## config.mk

```make
export PLATFORM = sky130hd
export DESIGN_NAME = match_token_gen
export DESIGN_NICKNAME = d
export VERILOG_FILES = /design/src/rtl/match_token_gen.sv
export SDC_FILE = /design/constraint.sdc
export NUM_CORES = 1
export LEC_CHECK = 0
export CORE_ASPECT_RATIO = 0.7
export CORE_MARGIN = 2
export CORE_UTILIZATION = 25
export CTS_CLUSTER_DIAMETER = 40
export CTS_CLUSTER_SIZE = 14
export DETAILED_ROUTE_END_ITERATION = 7
export GPL_TIMING_DRIVEN = 0
export PLACE_DENSITY = 0.46
export SYNTH_ARGS = -nofsm -noshare
export SYNTH_HDL_FRONTEND = slang
export SYNTH_SLANG_ARGS = --single-unit
```

## constraint.sdc

```tcl
create_clock -name ap_clk -period 3.05 [get_ports ap_clk]
set_clock_uncertainty 0.05 [all_clocks]
set_input_delay 0.305 -clock ap_clk [delete_from_list [all_inputs] [get_ports ap_clk]]
set_output_delay 0.305 -clock ap_clk [all_outputs]
set_load 0.1 [all_outputs]
```

## src/rtl/match_token_gen.sv

```systemverilog
// match_token_gen: turns per-position best-match results into literal/match tokens,
// skipping positions covered by an emitted match and marking end of block.
module match_token_gen #(
  parameter int MIN_LEN = 3,
  parameter int MAX_LEN = 16,
  parameter int DIST_W  = 16
) (
  input  logic              ap_clk,
  input  logic              ap_rst,
  input  logic              in_valid,
  output logic              in_ready,
  input  logic [4:0]        in_len,
  input  logic [4:0]        in_idx,
  input  logic [DIST_W-1:0] in_dist,
  input  logic [7:0]        in_lit,
  input  logic              in_last,
  output logic              out_valid,
  input  logic              out_ready,
  output logic              out_is_match,
  output logic [4:0]        out_len,
  output logic [DIST_W-1:0] out_dist,
  output logic [4:0]        out_idx,
  output logic [7:0]        out_lit,
  output logic              out_last,
  output logic              out_eob,
  output logic [31:0]       lit_cnt,
  output logic [31:0]       match_cnt
);
  typedef enum logic {EMIT, SKIP} state_t;
  localparam logic [4:0] LMIN = 5'(MIN_LEN);
  localparam logic [4:0] LMAX = 5'(MAX_LEN);
  state_t r_state, w_state_nxt;
  logic [3:0] r_skip, w_skip_nxt;
  logic r_pend, w_pend_nxt;
  logic w_free, w_acc, w_emit, w_match, w_load_eob;
  logic [4:0] w_len;
  assign w_free = !out_valid || out_ready;
  assign in_ready = r_pend ? 1'b0 : (r_state == SKIP ? 1'b1 : w_free);
  assign w_acc = in_valid && in_ready;
  assign w_len = in_len > LMAX ? LMAX : in_len;
  assign w_match = w_len >= LMIN && in_dist != '0;
  assign w_emit = w_acc && r_state == EMIT;
  // An end-of-block seen while skipping waits here if the output register is stalled
  assign w_load_eob = w_free && (r_pend || (w_acc && r_state == SKIP && in_last));
  always_comb begin
    w_state_nxt = r_state;
    w_skip_nxt = r_skip;
    w_pend_nxt = r_pend && !w_free;
    if (w_emit && w_match && !in_last && w_len > 5'd1) begin
      w_state_nxt = SKIP;
      w_skip_nxt = 4'(w_len - 5'd1);
    end
    if (w_acc && r_state == SKIP) begin
      w_state_nxt = (in_last || r_skip == 4'd1) ? EMIT : SKIP;
      w_skip_nxt = in_last ? 4'd0 : r_skip - 4'd1;
      w_pend_nxt = in_last && !w_free;
    end
  end
  always_ff @(posedge ap_clk or posedge ap_rst) begin
    if (ap_rst) begin
      r_state <= EMIT;
      r_skip <= '0;
      r_pend <= 1'b0;
      out_valid <= 1'b0;
      out_is_match <= 1'b0;
      out_len <= '0;
      out_dist <= '0;
      out_idx <= '0;
      out_lit <= '0;
      out_last <= 1'b0;
      out_eob <= 1'b0;
      lit_cnt <= '0;
      match_cnt <= '0;
    end else begin
      r_state <= w_state_nxt;
      r_skip <= w_skip_nxt;
      r_pend <= w_pend_nxt;
      if (w_emit) begin
        out_valid <= 1'b1;
        out_is_match <= w_match;
        out_len <= w_match ? w_len : 5'd0;
        out_dist <= w_match ? in_dist : '0;
        out_idx <= w_match ? in_idx : 5'd0;
        out_lit <= in_lit;
        out_last <= in_last;
        out_eob <= 1'b0;
      end else if (w_load_eob) begin
        out_valid <= 1'b1;
        out_is_match <= 1'b0;
        out_len <= '0;
        out_dist <= '0;
        out_idx <= '0;
        out_lit <= '0;
        out_last <= 1'b1;
        out_eob <= 1'b1;
      end else if (out_ready) begin
        out_valid <= 1'b0;
      end
      if (out_valid && out_ready && !out_eob) begin
        if (out_is_match) match_cnt <= match_cnt + 32'd1;
        else lit_cnt <= lit_cnt + 32'd1;
      end
    end
  end
endmodule
```

[Word level (Yosys, flattened, before mapping)]
Index checks and enable logic that the tools add are counted.
Operators by class
  $add $sub $neg: 4
  multiply operators: 0
  div/mod/pow operators: 0
  magnitude comparators: 3
  equality and inequality tests: 1
  shift-type cells: 0
  multiplexer cells: 28
  bitwise operators: 2
  reductions and logical operators: 26
Operators with widths (number)
  $add 32x1->32 const B: 2
  $mux 16: 3
  $mux 5: 6
  $mux 8: 2
  $reduce_bool 16->1: 1
  $mux 1: 14
  $logic_and 1x1->1: 13
  $mux 4: 3
  $sub 4x1->4 const B: 2
  $ge 5x2->1 const B: 1
  $gt 5x1->1 const B: 1
  $gt 5x5->1 const B: 1
  $eq 4x1->1 const B: 1
  $logic_not 1->1: 4
  $reduce_and 2->1: 2
  $reduce_bool 2->1: 2
  $logic_or 1x1->1: 3
  $reduce_bool 3->1: 1
  $not 1->1: 2
Word-level totals
  register bits after elaboration: 108
  bits in latches: 0
  RAM bits: 0
  bits in read-only memories: 0
  input bits: 39
  output and inout bits: 103
  word-level logic and storage cells: 77
  memories kept: 0

[Longest topological paths before layout]
  depth after elaboration: 11
  depth in mapped cells: 10

[Worst setup path before layout]
Ideal clock, no wire load.
  kind: reg-to-output
  from: register out_valid
  to: output port in_ready
  data arrival time: 2.354 ns
  data required time: 2.695 ns
  path slack: 0.341 ns
  stages on the path, launching flop included: 4
  path through: dfrtp_1 > nand2b_1 > nor2_1 > nor2_1
On the way
  word-level cells in the longest chain between the ends: 4
Ends and longest elaborated chain
  from (decl): line 17  | output logic out_valid,
  from (signal assigned): line 64  | out_valid <= 1'b0;
  from (signal assigned): line 79  | out_valid <= 1'b1;
  from (signal assigned): line 88  | out_valid <= 1'b1;
  $logic_not 1->1: line 37  | assign w_free = !out_valid || out_ready;
  $logic_or 1x1->1: line 37
  $mux 1 (2 in a row): line 38  | assign in_ready = r_pend ? 1'b0 : (r_state == SKIP ? 1'b1 : w_free);
  to (decl): line 11  | output logic in_ready,
No other way between the ends.

[Worst setup path after layout]
  from: input port out_ready
  to: output port in_ready
On the way
  word-level cells in the longest chain between the ends: 3
Ends and longest elaborated chain
  from (decl): line 18  | input logic out_ready,
  $logic_or 1x1->1: line 37
  $mux 1 (2 in a row): line 38
No other way between the ends.

==> run_results.csv <==
group,metric,value,unit
status,status,"completed",
clocking,clockBufferDepth,2,
grt,grt_pass1_wl,20.9,mm
routing,wl_per_cell,16.1,um
clocking,cts.hold.buffers_added,0,
timing,setup_violations,0,
worst_setup_path,cp_max_fo,5,
clocking,worstSkewPairLatency,0.35,ns
yosys,ys_async_sr_fraction,100,%
yosys,synthCells,403,
worst_setup_path,cp-start-kind,"input port",
yosys,yosys_warnings,0,
yosys,synth-edff-count,0,
clocking,htreeDepth,3,
worst_setup_path,worstPathCellList,"clkdlybuf4s50_1, nand2b_1, nor2_1, nor2_1, clkdlybuf4s50_1",
min_path,min_path_type,"input port to async pin",
floorplan,dieArea,20000,um^2
floorplan,row_count,42,
grt,grt_pass1_vias,3732,
worst_setup_path,path_class,"input port to output port",
worst_setup_path,critPathMaxStageDelay,1.15,ns
timing,whs,0.215,ns
worst_setup_path,cp.required,2.69,ns
floorplan,die-height,119,um
cells_and_area,nFillCells,1830,
routing,vias,3604,
clocking,numCtsBuffers,9,
timing,worst_slew_pin_slew,1.04,ns
clocking,post_cts_buffers,0,
pwr,vdd_drop_max,0.424,mV
placed_design,numPortBuffers,140,
routing,firstDrtPassIters,4,
grt,grt_util_all_layers,13.3,%
clocking,cts_tree,"yes",
routing,viasPerCell,4.48,
cells_and_area,syn_to_final_growth,43.7,%
clocking,clock-sinks,108,
floorplan,io_pins,142,
job,drv_cap,0,
floorplan,core_area,18700,um^2
routing,route.detailed.drc,0,
grt,grt-ovfl-total,0,
routing,ant_nets,0,
routing,drt_wl_total,12.9,mm
placed_design,pre_cts_ws,-0.250,ns
pwr,powerDensity,854,nW/um^2
timing,rsz0062_at_grt,"false",
yosys,postSynthAreaPerCell,11.7,um^2
grt,antenna_found_initial,0,
timing,maxSlewViolCount,0,
timing,max_freq,358,MHz
cells_and_area,antennaDiodeCount,0,
yosys,syn_area,4720,um^2
floorplan,initial_core_util,25.2,%
pwr,power.leakage,2.90,nW
yosys,synth-main-ff-cell,"dfrtp_1",
clocking,cts_resized,0,
placed_design,gp_congestion,0.713,
worst_setup_path,crit_path_top_delay_cell,"clkdlybuf4s50_1",
yosys,seq_area_frac_synth,57.2,%
timing,relSlewSlack,30.3,%
yosys,synth_seq_cells,108,
worst_setup_path,critPathCaptureType,"output port",
routing,first_iter_violations,182,
timing,layout_setup_ws,0.259,ns
timing,layout_worst_path_cycle_share,91.5,%
worst_setup_path,arrival,2.44,ns
clocking,cts_root_buf,"clkbuf_16",
timing,finalHoldViolations,0,
yosys,ys_types,46,
grt,grt_max_degree,37,
clocking,clk_pin_slew,0.07,ns
yosys,mappedNetlistNets,449,
floorplan,die_w,168,um
cells_and_area,finalNetCount,604,
timing,period_needed,2.79,ns
cells_and_area,drive_gt1_share,6.22,%
placed_design,dp_hpwl,9.59,mm
## metal layers
layer | vias to the layer above | global-route usage [%] | part of all wire (%) | wire [um]
li1 | 1746 | - | - | -
met3 | 9 | 3.22 | 4.0 | 523
met5 | - | 0 | 0 | 0
met2 | 77 | 18.8 | 43 | 5540
met4 | 0 | 3.88 | 1.1 | 148
met1 | 1772 | 20.0 | 52 | 6730
## final cells by class
class / instances / area [um^2] / area share, %
flip-flops and latches: 108 / 2700 / 39.8
multi-input cells: 265 / 1890 / 27.8
repair buffers: 144 / 1470 / 21.6
well taps: 242 / 303 / 4.46
clock buffers: 12 / 256 / 3.78
inverters: 18 / 71.3 / 1.05
plain buffers: 12 / 66.3 / 0.977
clock inverters: 4 / 32.5 / 0.480
## synthesized netlist by cell type (2+ instances only)
| cell | count | area share [%] |
|---|---|---|
| nor2_1 | 20 | 1.6 |
| o32a_1 | 2 | 0.42 |
| a21oi_1 | 4 | 0.42 |
| buf_6 | 2 | 0.48 |
| and4_1 | 9 | 1.7 |
| dfrtp_1 | 108 | 57 |
| clkbuf_1 | 5 | 0.40 |
| nand2_1 | 26 | 2.1 |
| inv_1 | 18 | 1.4 |
| nor2b_1 | 3 | 0.40 |
| buf_2 | 5 | 0.53 |
| ha_1 | 7 | 1.9 |
| mux2_2 | 2 | 0.48 |
| xnor2_1 | 45 | 8.3 |
| nand2b_1 | 4 | 0.53 |
| a31oi_1 | 2 | 0.26 |
| nor3_1 | 15 | 1.6 |
| nor4_1 | 5 | 0.66 |
| a22o_1 | 33 | 6.1 |
| xor2_1 | 20 | 3.7 |
| nand3_1 | 21 | 2.2 |
| o21ai_0 | 4 | 0.42 |
| nand4_1 | 15 | 2.0 |
| and3_1 | 6 | 0.80 |
## cell usage in the layout (no fill, tap or decap), types with 7 or more instances in the layout
cell / n
a22o_1: 33
and4_1: 9
clkbuf_16: 9
clkdlybuf4s50_1: 140
dfrtp_1: 108
ha_1: 7
inv_1: 17
nand2_1: 26
nand3_1: 21
nand4_1: 15
nor2_1: 20
nor3_1: 15
xnor2_1: 45
xor2_1: 20
## path summary, 6_finish.rpt
kind,startpoint,cells past startpoint,to,slack [ns]
worst max-delay path,out_ready,5,in_ready,0.26
worst min-delay path,ap_rst,2,match_cnt[31],0.22
worst max register to register,r_state,5,out_lit[1],0.66
worst min register to register,lit_cnt[31],1,lit_cnt[31],0.44
max in group asynchronous,ap_rst,3,match_cnt[3],2.27
min in group ap_clk,in_last,2,r_skip[3],0.30
## metrics by stage
step | utilization (%) | cells | power, mW | instance area, um^2 | TNS (ns)
floorplan | - | 403 | 3.94 | 4720 | 0
global placement | 34.4 | 785 | 4.65 | 6430 | -2.43
detailed placement | 34.7 | 789 | 4.68 | 6490 | -5.14
CTS | 36.3 | 805 | 5.88 | 6780 | 0
global route | 36.3 | 805 | 6.06 | 6780 | 0
finish | 36.3 | 805 | 5.79 | 6780 | 0
## sequential cells by signal (all words and copies together) (netlist names)
name and cells:
out_len 5, lit_cnt 32, out_eob 1, r_skip 4
out_dist 16, r_state 1, out_lit 8, out_last 1
r_pend 1, out_is_match 1, match_cnt 32, out_valid 1
out_idx 5
## critical path, delay by kind of cell
kind | cells | cell delay, ns
buffers and inverters | 2 | 1.70
AND/OR/NAND/NOR | 3 | 0.42
## report_power, final
part	leakage [nW]	switching [mW]	internal, mW
logic	1.36	2.08	0.672
registers	1.41	0.213	1.68
clock network	0.135	0.550	0.605
total	2.90	2.84	2.95
## logic make-up (layout without fill, tap and decap cells)
family	Yosys count	in the layout	synth area share (%)
adders and majority gates	7	7	1.86
xor gates and xnor gates	65	65	12.1
and+or+nand+nor	136	136	16.2
muxes	2	2	0.477
AOI/OAI and AO/OA	55	55	9.28
DFF	108	108	57.2
buffers and inverters	30	190	2.84
Power figures use the tool's default switching activity.
==> RTL change 1, RTL diff (config.mk and constraints unchanged) <==
Change the parameter `DIST_W` from 16 to 18.
--- a/src/rtl/match_token_gen.sv
+++ b/src/rtl/match_token_gen.sv
@@ -3,7 +3,7 @@
 module match_token_gen #(
   parameter int MIN_LEN = 3,
   parameter int MAX_LEN = 16,
-  parameter int DIST_W  = 16
+  parameter int DIST_W  = 18
 ) (
   input  logic              ap_clk,
   input  logic              ap_rst,
Interface: changed (resized in_dist and out_dist); port bits go from 142 to 146. The function was not compared with the original's and may differ.
==> RTL change 1 against the original RTL <==
  * Synthesized cell count increased by 1.7%
  * Design area grew 3.3%
  * Worst hold slack gained 0.17 ns
  * Sequential cell count rose by 2
  * Power increased by 22%
  * Wire length is 0.57% lower
  * Worst setup slack improved by 0.11 ns
  * Synthesized area is 3.5% higher
  * Maximum frequency rose by 4.1%
  * Critical path type unchanged
  * Largest power group unchanged
  * Highest routed layer unchanged
==> RTL change 1: results (changes against the original RTL) <==
top sig layer=met4; GR Util met1=0.191 (-0.00918); ys async rst share=1.00 (unchanged); met3 Use GR=0.0470 (+0.0147); met2 GRT Util=0.184 (-0.00379); met2 wire length=5.19 mm (-6.4%); Place WS=0.353 ns (+0.604 ns); post_cts resized=0 (unchanged); minimum clock period=2.68 ns (-0.109 ns); pwr dens=1010 nW/um^2 (+18%); WL met1=6.63 mm (-1.5%); DR vias=3724 (+3.3%); post-synthesis sequential area ratio=0.563 (-0.00925); Worst Path Arrival=2.33 ns (-0.11 ns); family with the most delay on the worst path=buffers and inverters; share of layout cells above drive strength 1=0.0771 (+0.0149); Top Registers=lit_cnt x32, match_cnt x32, out_dist x18; Inst Count DP=821 (+4.1%); internal power=3.41 mW (+15%); Synth top cells by count=110 x dfrtp_1, 47 x xnor2_1, 34 x nand2_1; TritonCTS buffer count=9 (unchanged); Worst Tran Pin Value=1.03 ns (-0.0121 ns); VDD IR max=0.948 mV (+120%); DPL Wire Length=9.62 mm (+0.30%); Worst R2R Setup Slack=1.01 ns (+0.35 ns); crit-path max FO=5 (unchanged); reg-to-reg critical path startpoint=lit_cnt[2]$_DFFE_PP0P_; drt first pass iters=4 (unchanged); non-filler cells, final=835 (+3.7%); WL/cell=15.4 um (-4.1%); largest net degree at the start of global routing=42 (+14%); CTS root buf=clkbuf_16; Synthesized Nets=458 (+2.0%); Ant. Diodes=0 (unchanged); Setup crit end=in_ready; Netlist cell types=52 (+13%); first-pass GRT wire length=21.0 mm (+0.57%); largest cells by area after synthesis=dfrtp_1 56%, xnor2_1 8.4%, a22o_1 5.9%; Hold WS=0.390 ns (+0.174 ns); IO Port Bufs=145 (+3.6%); Placed Area=6710 sq um (+3.4%); post-synth top area cell=dfrtp_1; routed wl met3=934 um (+79%); Max Root-Sink Buffers=2 (unchanged); status=finished, final reports clean; hold crit path type=input pin to asynchronous set/reset pin; Avg Inst Size Synth=11.9 sq um (+1.8%); vias in the first global route=3805 (+2.0%); P_comb=3.76 mW (+37%); Placer Congestion=0.771 (+8.2%); Clock Power=1.21 mW (+5%); NumNets Final=616 (+2.0%); initial drt markers=169 (-7.1%); overall routing resource usage=0.132 (-0.00154); reg2reg end=lit_cnt[26]$_DFFE_PP0P_; P_leak=3.04 nW (+4.6%)
## RTL change 1: layout make-up
| class | count | area, sq um |
|---|---|---|
| Clock inverter | 3 | 45.0 |
| Sequential cell | 110 | 2750 |
| Fill cell | 1898 | 12000 |
| Tap cell | 264 | 330 |
| Buffer | 12 | 83.8 |
| Multi-Input combinational cell | 278 | 2010 |
| Clock buffer | 11 | 253 |
| Timing Repair Buffer | 147 | 1490 |
| Inverter | 10 | 41.3 |
## RTL change 1: cell families (layout without fill, tap and decap cells)
| family | count (synthesis) | count (layout) | share of synthesized area |
|---|---|---|---|
| AND/OR/NAND/NOR | 148 | 148 | 0.179 |
| AO/OA/AOI/OAI | 56 | 56 | 0.0942 |
| XOR/XNOR | 66 | 66 | 0.118 |
| flip-flops | 110 | 110 | 0.563 |
| adder cells (fa/ha/maj) | 7 | 7 | 0.0179 |
| buffers and inverters | 22 | 183 | 0.0248 |
| multiplexers | 1 | 1 | 0.00230 |
==> RTL change 2, RTL diff (same settings) <==
Without the edit above. Register the output `lit_cnt` once more, without a reset; this adds one clock of latency there. The other outputs are not delayed to match.
--- a/src/rtl/match_token_gen.sv
+++ b/src/rtl/match_token_gen.sv
@@ -29,6 +29,8 @@
   typedef enum logic {EMIT, SKIP} state_t;
   localparam logic [4:0] LMIN = 5'(MIN_LEN);
   localparam logic [4:0] LMAX = 5'(MAX_LEN);
+
+  logic [31:0] lit_cnt_s0;
   state_t r_state, w_state_nxt;
   logic [3:0] r_skip, w_skip_nxt;
   logic r_pend, w_pend_nxt;
@@ -69,7 +71,7 @@
       out_lit <= '0;
       out_last <= 1'b0;
       out_eob <= 1'b0;
-      lit_cnt <= '0;
+      lit_cnt_s0 <= '0;
       match_cnt <= '0;
     end else begin
       r_state <= w_state_nxt;
@@ -98,8 +100,12 @@
       end
       if (out_valid && out_ready && !out_eob) begin
         if (out_is_match) match_cnt <= match_cnt + 32'd1;
-        else lit_cnt <= lit_cnt + 32'd1;
+        else lit_cnt_s0 <= lit_cnt_s0 + 32'd1;
       end
     end
   end
+  always_ff @(posedge ap_clk) begin
+    lit_cnt <= lit_cnt_s0;
+  end
+
 endmodule
Behaviour: not the same (a bounded check fails within 4 cycles, from zero or initial values and one cycle with ap_rst high).
==> RTL change 2 against the original RTL <==
  * Sequential cell count up 32
  * Die area up 14%
  * Non-clock buffer count is 2 lower
  * Power up 36%
  * Wire length increased by 2.0%
  * Clock power is 88% higher
  * Worst setup slack got worse by 0.022 ns
  * Critical path type is now register to output pin
  * Via count up 6.2%
  * Synthesized area up 15%
  * Synthesized cell count rose by 6.0%
  * Sequential power is 29% higher
  * Design area increased by 16%
==> RTL change 2: results (changes against the original RTL) <==
Synth top cells by count=108 x dfrtp_1, 49 x xnor2_1, 32 x dfxtp_1; Storage cell area=3340 sq um (+24%); non-filler cells, final=884 (+9.8%); overall routing resource usage=0.120 (-0.0128); first-pass GRT wire length=21.6 mm (+3.7%); #MultiIn Comb=264 (-0.38%); Top Registers=lit_cnt x32, lit_cnt_s0 x32, match_cnt x32; Adder-Cell Fraction of Synth Area=0.0162 (-0.00239); share of layout cells above drive strength 1=0.0997 (+0.0375); Routed WL=13.2 mm (+2.0%); Multi-input gate area=1970 sq um (+4.3%); VDD IR max=0.608 mV (+43%); Inst Count DP=852 (+8.0%); FILL cells=2066 (+13%); routed wl met3=691 um (+32%); met2 wire length=5.74 mm (+3.5%); Worst Tran Pin Value=1.02 ns (-0.0182 ns); vias in the first global route=3869 (+3.7%); Avg Inst Size Synth=12.7 sq um (+8.3%); TritonCTS buffer count=17 (+8); Inverters=12 (-6); Psw=3.59 mW (+26%); post-synthesis mux area share=0.00416 (-0.000615); P_leak=3.41 nW (+17%); Worst Path Arrival=2.46 ns (+0.02 ns); clock insertion delay at the later pin of the skew report=0.42 ns (+0.07 ns); Data buffer area share=0.194 (-0.0316); sequential power=2.44 mW (+29%); ys async rst share=0.771 (-0.229); clk cell area share=0.0780 (+0.0353); Clock Power=2.16 mW (+88%); post-synthesis sequential area ratio=0.617 (+0.0445); Slowest Stage Delay on Critical Path=1.18 ns (+0.03 ns); status=finished, final reports clean; Post-Synth XOR/XNOR Area=0.105 (-0.0155); DPL Wire Length=9.62 mm (+0.25%); hold crit path type=input pin to register; Non-clk bufs=154 (-1.3%); compound-cell area share of the yosys netlist=0.0843 (-0.00849); Netlist cell types=49 (+6.5%); H-tree levels=4 (+1); CTS root buf=clkbuf_16; Setup Fix Bufs, Post-CTS=0 (unchanged); initial drt markers=219 (+20%); WL met1=6.58 mm (-2.3%); largest cells by area after synthesis=dfrtp_1 50%, dfxtp_1 12%, xnor2_1 7.9%; drt via density=4.33 (-3.3%); clkbuf count=18 (+6); Synthesized Nets=473 (+5.3%); Placer Congestion=0.747 (+4.9%); drt first pass iters=4 (unchanged); NumNets Final=635 (+5.1%); clk sink count=140 (+30%)
==> RTL change 2: changes by cell type after synthesis, moves of 4 or more <==
cell | unedited run | this run
dfxtp_1 | 0 | 32
nor3_1 | 15 | 4
and4_1 | 9 | 2
and3_1 | 6 | 12
inv_1 | 18 | 12
a21oi_1 | 4 | 9
buf_4 | 0 | 5
nor3_4 | 0 | 4
o21ai_0 | 4 | 0
xnor2_1 | 45 | 49
xor2_1 | 20 | 16
==> RTL change 2: metrics by stage <==
stage / cell area, sq um / utilization / hold WS (ns) / setup slack (ns) / total power [mW]
floorplan: 5420 / - / 0.316 / 0.0983 / 4.90
global placement: 7180 / 0.335 / 0.332 / 0.207 / 5.72
detailed placement: 7240 / 0.337 / 0.340 / 0.268 / 5.75
CTS: 7850 / 0.366 / 0.140 / 0.193 / 7.96
global route: 7850 / 0.366 / 0.156 / 0.130 / 8.18
finish: 7850 / 0.366 / 0.164 / 0.236 / 7.87
==> RTL change 2: per-layer routing <==
layer / track usage / vias up
li1: - / 1848
met1: 0.169 / 1879
met2: 0.174 / 89
met3: 0.0393 / 13
met4: 0.0416 / 0
met5: 0 / -
==> RTL change 2: worst paths after layout <==
path | start | to | slack (ns) | depth (start not counted)
setup reg to reg | out_eob$_DFFE_PP0P_ | match_cnt[31]$_DFFE_PP0P_ | 1.21 | 5
setup / recovery | out_valid$_DFFE_PP0P_ | in_ready | 0.24 | 3
min in group asynchronous | ap_rst | lit_cnt_s0[23]$_DFFE_PP0P_ | 0.25 | 2
hold reg to reg | lit_cnt_s0[31]$_DFFE_PP0P_ | lit_cnt[31]$_DFF_P_ | 0.35 | 0
hold / removal | in_last | r_skip[0]$_DFFE_PP0P_ | 0.16 | 2
max in group asynchronous | ap_rst | match_cnt[5]$_DFFE_PP0P_ | 1.92 | 4
